### config.mk
export PLATFORM = sky130hd
export DESIGN_NAME = enet_rgmii_rx_adapter
export DESIGN_NICKNAME = d
export VERILOG_FILES = /design/src/rtl/enet_rgmii_pkg.sv /design/src/rtl/enet_rgmii_inband_status.sv /design/src/rtl/enet_rgmii_rx_adapter.sv
export SDC_FILE = /design/constraint.sdc
export NUM_CORES = 1
export LEC_CHECK = 0
export ABC_AREA = 1
export CELL_PAD_IN_SITES_DETAIL_PLACEMENT = 1
export CELL_PAD_IN_SITES_GLOBAL_PLACEMENT = 2
export CORE_UTILIZATION = 31
export DETAILED_ROUTE_END_ITERATION = 8
export GPL_TIMING_DRIVEN = 0
export PLACE_DENSITY_LB_ADDON = 0.25
export SYNTH_ARGS = -nofsm -noshare
export SYNTH_HDL_FRONTEND = slang
export SYNTH_SLANG_ARGS = --single-unit
### constraint.sdc
create_clock -name gmii_rx_clk -period 2.8 [get_ports gmii_rx_clk]
set_input_delay 0.56 -clock gmii_rx_clk [delete_from_list [all_inputs] [get_ports gmii_rx_clk]]
set_output_delay 0.56 -clock gmii_rx_clk [all_outputs]
set_load 0.005 [all_outputs]
### src/rtl/enet_rgmii_pkg.sv
// rtl/enet_rgmii_pkg.sv - shared speed codes, receive FSM encoding and preamble constants
//
// Shared definitions for the RGMII receive adapter:
//   SPD_*          : RGMII speed codes (11 is reserved and never acted on)
//   rx_state_e     : receive FSM state encoding
//   PREAMBLE_BYTE, SFD_BYTE, PRE_NIB, SFD_NIB : frame delimiter patterns
package enet_rgmii_pkg;

  localparam logic [1:0] SPD_10   = 2'b00;
  localparam logic [1:0] SPD_100  = 2'b01;
  localparam logic [1:0] SPD_1000 = 2'b10;
  localparam logic [1:0] SPD_RSVD = 2'b11;

  typedef enum logic [1:0] {
    IDLE = 2'd0,
    PRE  = 2'd1,
    DATA = 2'd2,
    DROP = 2'd3
  } rx_state_e;

  localparam logic [7:0] PREAMBLE_BYTE = 8'h55;
  localparam logic [7:0] SFD_BYTE      = 8'hD5;
  localparam logic [3:0] PRE_NIB       = 4'h5;
  localparam logic [3:0] SFD_NIB       = 4'hD;

endpackage

### src/rtl/enet_rgmii_inband_status.sv
// rtl/enet_rgmii_inband_status.sv - RGMII in-band link status decode with reserved-code filtering
//
// Captures link/speed/duplex from RXD during true inter-frame idle
// (RX_CTL low on both edges). False-carrier/extension cycles and updates
// carrying the reserved speed code are ignored as a whole.
//
// Ports:
//   i_clk, i_rst       : receive clock, asynchronous active-high reset
//   i_ctl_rise/fall    : RX_CTL sampled on rising/falling edge
//   i_rxd              : RXD sampled on the rising edge
//   o_link_up          : link status (RXD[0])
//   o_link_speed       : speed code (RXD[2:1])
//   o_full_duplex      : duplex (RXD[3])
module enet_rgmii_inband_status
  import enet_rgmii_pkg::*;
(
  input  logic       i_clk,
  input  logic       i_rst,
  input  logic       i_ctl_rise,
  input  logic       i_ctl_fall,
  input  logic [3:0] i_rxd,
  output logic       o_link_up,
  output logic [1:0] o_link_speed,
  output logic       o_full_duplex
);

  logic       w_upd;
  logic       r_link_up;
  logic [1:0] r_link_speed;
  logic       r_full_duplex;

  assign w_upd = ~i_ctl_rise & ~i_ctl_fall & (i_rxd[2:1] != SPD_RSVD);

  always_ff @(posedge i_clk or posedge i_rst) begin
    if (i_rst) begin
      r_link_up     <= 1'b0;
      r_link_speed  <= SPD_10;
      r_full_duplex <= 1'b0;
    end else if (w_upd) begin
      r_link_up     <= i_rxd[0];
      r_link_speed  <= i_rxd[2:1];
      r_full_duplex <= i_rxd[3];
    end
  end

  assign o_link_up     = r_link_up;
  assign o_link_speed  = r_link_speed;
  assign o_full_duplex = r_full_duplex;

endmodule

### src/rtl/enet_rgmii_rx_adapter.sv
// rtl/enet_rgmii_rx_adapter.sv - RGMII receive adapter: SFD alignment, byte assembly, framed byte stream and statistics
//
// Sits behind the IDDR capture stage in the recovered RXC domain.
//
// Parameters:
//   INBAND_AUTO    : 1 = speed from in-band status, 0 = from speed_sel
//   STRIP_PREAMBLE : 1 = drop preamble/SFD, 0 = forward everything from DV
//   CNT_W          : statistics counter width
// Ports:
//   gmii_rx_clk, rst             : receive clock, asynchronous active-high reset
//   speed_sel                    : static speed select (INBAND_AUTO=0 only)
//   ddr_rxd_rise/fall            : RXD nibble per clock edge
//   ddr_ctl_rise/fall            : RX_CTL per clock edge (DV, DV^ER)
//   rx_valid/data/sof/eof/err    : framed byte stream to the MAC (no back-pressure)
//   link_up/link_speed/full_duplex : in-band status
//   frame_ok_cnt/frame_err_cnt   : saturating frame statistics
module enet_rgmii_rx_adapter
  import enet_rgmii_pkg::*;
#(
  parameter int INBAND_AUTO    = 1,
  parameter int STRIP_PREAMBLE = 1,
  parameter int CNT_W          = 16
) (
  input  logic             gmii_rx_clk,
  input  logic             rst,
  input  logic [1:0]       speed_sel,
  input  logic [3:0]       ddr_rxd_rise,
  input  logic [3:0]       ddr_rxd_fall,
  input  logic             ddr_ctl_rise,
  input  logic             ddr_ctl_fall,
  output logic             rx_valid,
  output logic [7:0]       rx_data,
  output logic             rx_sof,
  output logic             rx_eof,
  output logic             rx_err,
  output logic             link_up,
  output logic [1:0]       link_speed,
  output logic             full_duplex,
  output logic [CNT_W-1:0] frame_ok_cnt,
  output logic [CNT_W-1:0] frame_err_cnt
);

  logic       w_dv;
  logic       w_er;
  logic [1:0] w_link_speed;
  logic [1:0] w_speed_now;
  logic       w_gig;
  logic [7:0] w_gig_byte;

  rx_state_e  r_state;
  logic [1:0] r_speed;
  logic       r_nib_phase;
  logic [3:0] r_nib_lo;
  logic       r_hold_vld;
  logic [7:0] r_hold_data;
  logic       r_sof_pend;
  logic       r_err_flag;

  logic       r_rx_valid;
  logic [7:0] r_rx_data;
  logic       r_rx_sof;
  logic       r_rx_eof;
  logic       r_rx_err;
  logic [CNT_W-1:0] r_ok_cnt;
  logic [CNT_W-1:0] r_err_cnt;

  rx_state_e  w_nxt_state;
  logic [1:0] w_nxt_speed;
  logic       w_nxt_nib_phase;
  logic [3:0] w_nxt_nib_lo;
  logic       w_nxt_hold_vld;
  logic [7:0] w_nxt_hold_data;
  logic       w_nxt_sof_pend;
  logic       w_nxt_err_flag;
  logic       w_out_vld;
  logic [7:0] w_out_data;
  logic       w_out_sof;
  logic       w_out_eof;
  logic       w_out_err;
  logic       w_drop_evt;
  logic       w_inc_ok;
  logic       w_inc_err;

  enet_rgmii_inband_status u_inband (
    .i_clk         (gmii_rx_clk),
    .i_rst         (rst),
    .i_ctl_rise    (ddr_ctl_rise),
    .i_ctl_fall    (ddr_ctl_fall),
    .i_rxd         (ddr_rxd_rise),
    .o_link_up     (link_up),
    .o_link_speed  (w_link_speed),
    .o_full_duplex (full_duplex)
  );

  assign link_speed  = w_link_speed;
  assign w_dv        = ddr_ctl_rise;
  assign w_er        = ddr_ctl_rise ^ ddr_ctl_fall;
  assign w_speed_now = (INBAND_AUTO != 0) ? w_link_speed : speed_sel;
  assign w_gig_byte  = {ddr_rxd_fall, ddr_rxd_rise};

  // The IDLE-exit cycle already carries a unit, so it must use the live
  // speed; every later cycle of the frame uses the latched copy.
  assign w_gig = (r_state == IDLE) ? (w_speed_now == SPD_1000) : (r_speed == SPD_1000);

  always_comb begin
    w_nxt_state     = r_state;
    w_nxt_speed     = r_speed;
    w_nxt_nib_phase = r_nib_phase;
    w_nxt_nib_lo    = r_nib_lo;
    w_nxt_hold_vld  = 1'b0;
    w_nxt_hold_data = r_hold_data;
    w_nxt_sof_pend  = r_sof_pend;
    w_nxt_err_flag  = r_err_flag;
    w_out_vld       = 1'b0;
    w_out_data      = r_rx_data;
    w_out_sof       = 1'b0;
    w_out_eof       = 1'b0;
    w_out_err       = 1'b0;
    w_drop_evt      = 1'b0;

    // The held byte always drains the cycle after it was captured; DV in
    // that cycle tells whether more of the frame follows, which fixes eof.
    if (r_hold_vld) begin
      w_out_vld      = 1'b1;
      w_out_data     = r_hold_data;
      w_out_sof      = r_sof_pend;
      w_nxt_sof_pend = 1'b0;
      w_out_eof      = ~w_dv;
      w_out_err      = ~w_dv & r_err_flag;
    end

    unique case (r_state)
      IDLE: begin
        w_nxt_nib_phase = 1'b0;
        w_nxt_err_flag  = 1'b0;
        w_nxt_sof_pend  = 1'b1;
        if (w_dv) begin
          w_nxt_speed = w_speed_now;
          if (STRIP_PREAMBLE != 0) begin
            w_nxt_state = PRE;
          end else begin
            w_nxt_state    = DATA;
            w_nxt_err_flag = w_er;
            if (w_gig) begin
              w_nxt_hold_vld  = 1'b1;
              w_nxt_hold_data = w_gig_byte;
            end else begin
              w_nxt_nib_lo    = ddr_rxd_rise;
              w_nxt_nib_phase = 1'b1;
            end
          end
        end
      end

      PRE: begin
        if (!w_dv) begin
          w_nxt_state = IDLE;
        end else if (w_gig) begin
          if (w_gig_byte == SFD_BYTE) begin
            w_nxt_state = DATA;
          end else if (w_gig_byte != PREAMBLE_BYTE) begin
            w_nxt_state = DROP;
            w_drop_evt  = 1'b1;
          end
        end else begin
          if (ddr_rxd_rise == SFD_NIB) begin
            w_nxt_state     = DATA;
            w_nxt_nib_phase = 1'b0;
          end else if (ddr_rxd_rise != PRE_NIB) begin
            w_nxt_state = DROP;
            w_drop_evt  = 1'b1;
          end
        end
      end

      DATA: begin
        if (w_dv) begin
          w_nxt_err_flag = r_err_flag | w_er;
          if (w_gig) begin
            w_nxt_hold_vld  = 1'b1;
            w_nxt_hold_data = w_gig_byte;
          end else if (!r_nib_phase) begin
            w_nxt_nib_lo    = ddr_rxd_rise;
            w_nxt_nib_phase = 1'b1;
          end else begin
            w_nxt_hold_vld  = 1'b1;
            w_nxt_hold_data = {ddr_rxd_rise, r_nib_lo};
            w_nxt_nib_phase = 1'b0;
          end
        end else begin
          w_nxt_state     = IDLE;
          w_nxt_nib_phase = 1'b0;
          // A dangling low nibble can only exist with the hold empty, so
          // the truncated byte takes the output slot directly.
          if (!r_hold_vld && !w_gig && r_nib_phase) begin
            w_out_vld  = 1'b1;
            w_out_data = {4'h0, r_nib_lo};
            w_out_sof  = r_sof_pend;
            w_out_eof  = 1'b1;
            w_out_err  = 1'b1;
          end
        end
      end

      DROP: begin
        if (!w_dv) begin
          w_nxt_state = IDLE;
        end
      end
    endcase
  end

  assign w_inc_ok  = w_out_eof & ~w_out_err;
  assign w_inc_err = (w_out_eof & w_out_err) | w_drop_evt;

  always_ff @(posedge gmii_rx_clk or posedge rst) begin
    if (rst) begin
      r_state     <= IDLE;
      r_speed     <= SPD_10;
      r_nib_phase <= 1'b0;
      r_nib_lo    <= 4'h0;
      r_hold_vld  <= 1'b0;
      r_hold_data <= 8'h00;
      r_sof_pend  <= 1'b0;
      r_err_flag  <= 1'b0;
      r_rx_valid  <= 1'b0;
      r_rx_data   <= 8'h00;
      r_rx_sof    <= 1'b0;
      r_rx_eof    <= 1'b0;
      r_rx_err    <= 1'b0;
      r_ok_cnt    <= '0;
      r_err_cnt   <= '0;
    end else begin
      r_state     <= w_nxt_state;
      r_speed     <= w_nxt_speed;
      r_nib_phase <= w_nxt_nib_phase;
      r_nib_lo    <= w_nxt_nib_lo;
      r_hold_vld  <= w_nxt_hold_vld;
      r_hold_data <= w_nxt_hold_data;
      r_sof_pend  <= w_nxt_sof_pend;
      r_err_flag  <= w_nxt_err_flag;
      r_rx_valid  <= w_out_vld;
      r_rx_data   <= w_out_data;
      r_rx_sof    <= w_out_sof;
      r_rx_eof    <= w_out_eof;
      r_rx_err    <= w_out_err;
      if (w_inc_ok && !(&r_ok_cnt)) begin
        r_ok_cnt <= r_ok_cnt + CNT_W'(1);
      end
      if (w_inc_err && !(&r_err_cnt)) begin
        r_err_cnt <= r_err_cnt + CNT_W'(1);
      end
    end
  end

  assign rx_valid      = r_rx_valid;
  assign rx_data       = r_rx_data;
  assign rx_sof        = r_rx_sof;
  assign rx_eof        = r_rx_eof;
  assign rx_err        = r_rx_err;
  assign frame_ok_cnt  = r_ok_cnt;
  assign frame_err_cnt = r_err_cnt;

endmodule
==> metrics <==
status finished with violations; failing checks DRC; root buf cell clkbuf_16; yosys warns 0; Rel. slew slack 0.6334; cts-stage hold buffer count 0; Clock Tree Buf Depth 2; DR vias 3339; CTS tree yes; reg2reg start frame_ok_cnt[0]; Final Hold Viols 0; CP max FO 10; CP Data Required Time roughly 3.0 ns; post-CTS setup buffers 0; drt initial violations 135; # diodes 0; CP Launch Type input port; H-tree Lvls 3; Fmax roughly 470 MHz; RSZ-0062 raised after global routing false; Slew Limit Fails 0; fill count 1423; Hold Path Class flip-flop to flip-flop; Vias/cell between 4 and 5; Synth top area share 0.4512; Clock Sinks 68; GR Util All Layers 0.1759; Post-CTS Resized 0; VDD IR max approximately 0.00029 V; Seq/Total Area, Yosys 0.4512; core footprint 11610 um^2; syn_nets 505; initial antenna violation count 0; fin cells 707; largest net degree at the start of global routing 42; synth cell count leaders nand2_1, dfrtp_1, nor2_1, inv_1, nand3_1; Detailed Routing Iterations Pass 1 6; worst slew pin tran 0.5463 ns; first-pass GRT wire length 17440 um; count leader, synth nand2_1; synthesized area 3771 um^2; Layout area overhead 28.17%; Final setup viols 0; Die X 112.3 um; IO Port Bufs 59; Crit path arrival time 2.34 ns; Clock Latency Late Sink 0.34 ns; crit path launch ddr_ctl_rise; RR Endpoint frame_ok_cnt[13]; share of cells above drive strength 1 0.1082; largest cells by area after synthesis dfrtp_1, nand2_1, nor2_1, inv_1, nand3_1; post-synthesis cell count between 400 and 500; Lkg Pwr 2.178 nW; critical path type input port to flip-flop; grt total ovfl 0; CTS Buf Count 9; Hold Path Cell Cnt 2; Starting Density 0.3247; Post-synth ARST share 1.000; GPL Wtd Cong slightly below 0.8; Die ar. 12610 um^2; number of synthesized register bits between 60 and 70; number of distinct library cells after synthesis 29; flop2flop setup slack 0.99 ns; Total Neg Setup Slack 0 ns; Hold EP u_inband.o_link_up; Tmin final 2.113 ns; vias in the first global route 3557; Rows 39; Worst-path clk slew 0.06 ns; Inst Count DP just under 700; fin nets ~580; Critical Path Sink Type flip-flop; Clock Skews 0.005177 ns; die height 112.3 um; Post-synth EDFFs 0; Most used DFF post-synth dfrtp_1; Max Cap Violations 0; WL per Instance 14.13 um; Remaining DRCs 4; Synth area leader dfrtp_1; worst r2r path cells 8; min-delay src u_inband.o_link_up; hpwl dp 7376 um; Cell Pwr Density approximately 750 nW/um^2; Routed Antenna Nets 0; fin crit share 0.7547; mean post-synth cell area 7.728 um^2; final WL 9991 um; io pins just over 60
-- cell type report --
type                    instances  area, um^2  area share
well taps                     143       178.9     0.03702
repair buffers                 60       610.6      0.1263
multi-input cells             359        1797      0.3717
plain buffers                  13       92.59     0.01916
clock inverters                 6       41.29    0.008543
flip-flops and latches         68        1702      0.3521
inverters                      48       182.7     0.03779
clock buffers                  10       229.0     0.04737
-- sequential cells by signal, summed over array words and instances, names as in the netlist --
register,count
r_hold_vld,1
rx_err,1
rx_data,8
rx_valid,1
rx_eof,1
r_speed,2
r_nib_lo,4
r_sof_pend,1
frame_ok_cnt,16
r_err_flag,1
r_hold_data,8
r_state,2
u_inband.o_full_duplex,1
rx_sof,1
frame_err_cnt,16
u_inband.o_link_up,1
u_inband.o_link_speed,2
r_nib_phase,1
-- cells by family (layout without fill, tap and decap cells) --
logic type,after synthesis,count (layout),share of synthesized area
adder cells (fa/ha/maj),3,3,0.009955
AO/OA/AOI/OAI,48,48,0.08461
flip-flops,68,68,0.4512
buffers and inverters,61,137,0.07233
XOR/XNOR,25,25,0.05806
AND/OR/NAND/NOR,283,283,0.3238
-- through the flow --
stage / power, mW / utilization / hold slack [ns] / setup slack [ns] / cell area [um^2]
after global placement: 2.564 / 0.3910 / 0.4733 / -0.8621 / 4541
final: 3.620 / 0.4162 / 0.5037 / 0.6869 / 4833
after detailed placement: 2.613 / 0.3929 / 0.4867 / 0.3145 / 4563
after floorplan: 2.122 / - / 0.4665 / 0.5285 / 3771
after global routing: 3.893 / 0.4162 / 0.5203 / 0.5045 / 4833
after CTS: 3.690 / 0.4162 / 0.5013 / 0.6658 / 4833
-- worst max-delay path, stage by stage --
cell and delay, ns:
clkdlybuf4s50_1 0.58, nand2_1 0.13, nor2_1 0.25, inv_1 0.07
a21oi_1 0.12, nand2_1 0.11, nand2_4 0.14, nand2_4 0.10
buf_6 0.16, nand2_1 0.07, nand2_1 0.05
-- cells in the final DEF, fill, tap and decap left out, types with 9 or more instances in the layout --
master,instances
xor2_1,13
clkdlybuf4s50_1,59
dfrtp_1,68
nand3_1,28
nand2_1,170
o21ai_2,14
inv_1,43
clkbuf_16,9
xnor2_1,12
o21ai_0,14
nor2_1,53
a31oi_1,12
-- power by group --
part | internal (mW) | total, mW | switching, mW
clock network | 0.597 | 1.04 | 0.445
registers | 1.22 | 1.41 | 0.193
logic | 0.502 | 1.16 | 0.662
-- worst max path at each step --
stage | endpoint | slack, ns
3_5_place_dp | frame_err_cnt[1] | 0.31
2_1_floorplan | frame_err_cnt[0] | 0.53
4_1_cts | frame_err_cnt[9] | 0.67
5_1_grt | frame_err_cnt[7] | 0.50
6_report | frame_err_cnt[1] | 0.69
3_3_place_gp | rx_data[7] | -0.86
-- layer usage --
metal  global-route usage  up-vias  part of all wire
met5                    0        -                 0
met4              0.06933        0             0.017
met3              0.03186       12             0.024
met2               0.2853       48              0.46
met1               0.2333     1596              0.50
li1                     -     1683                 -
(Power assumes the default switching activity.)
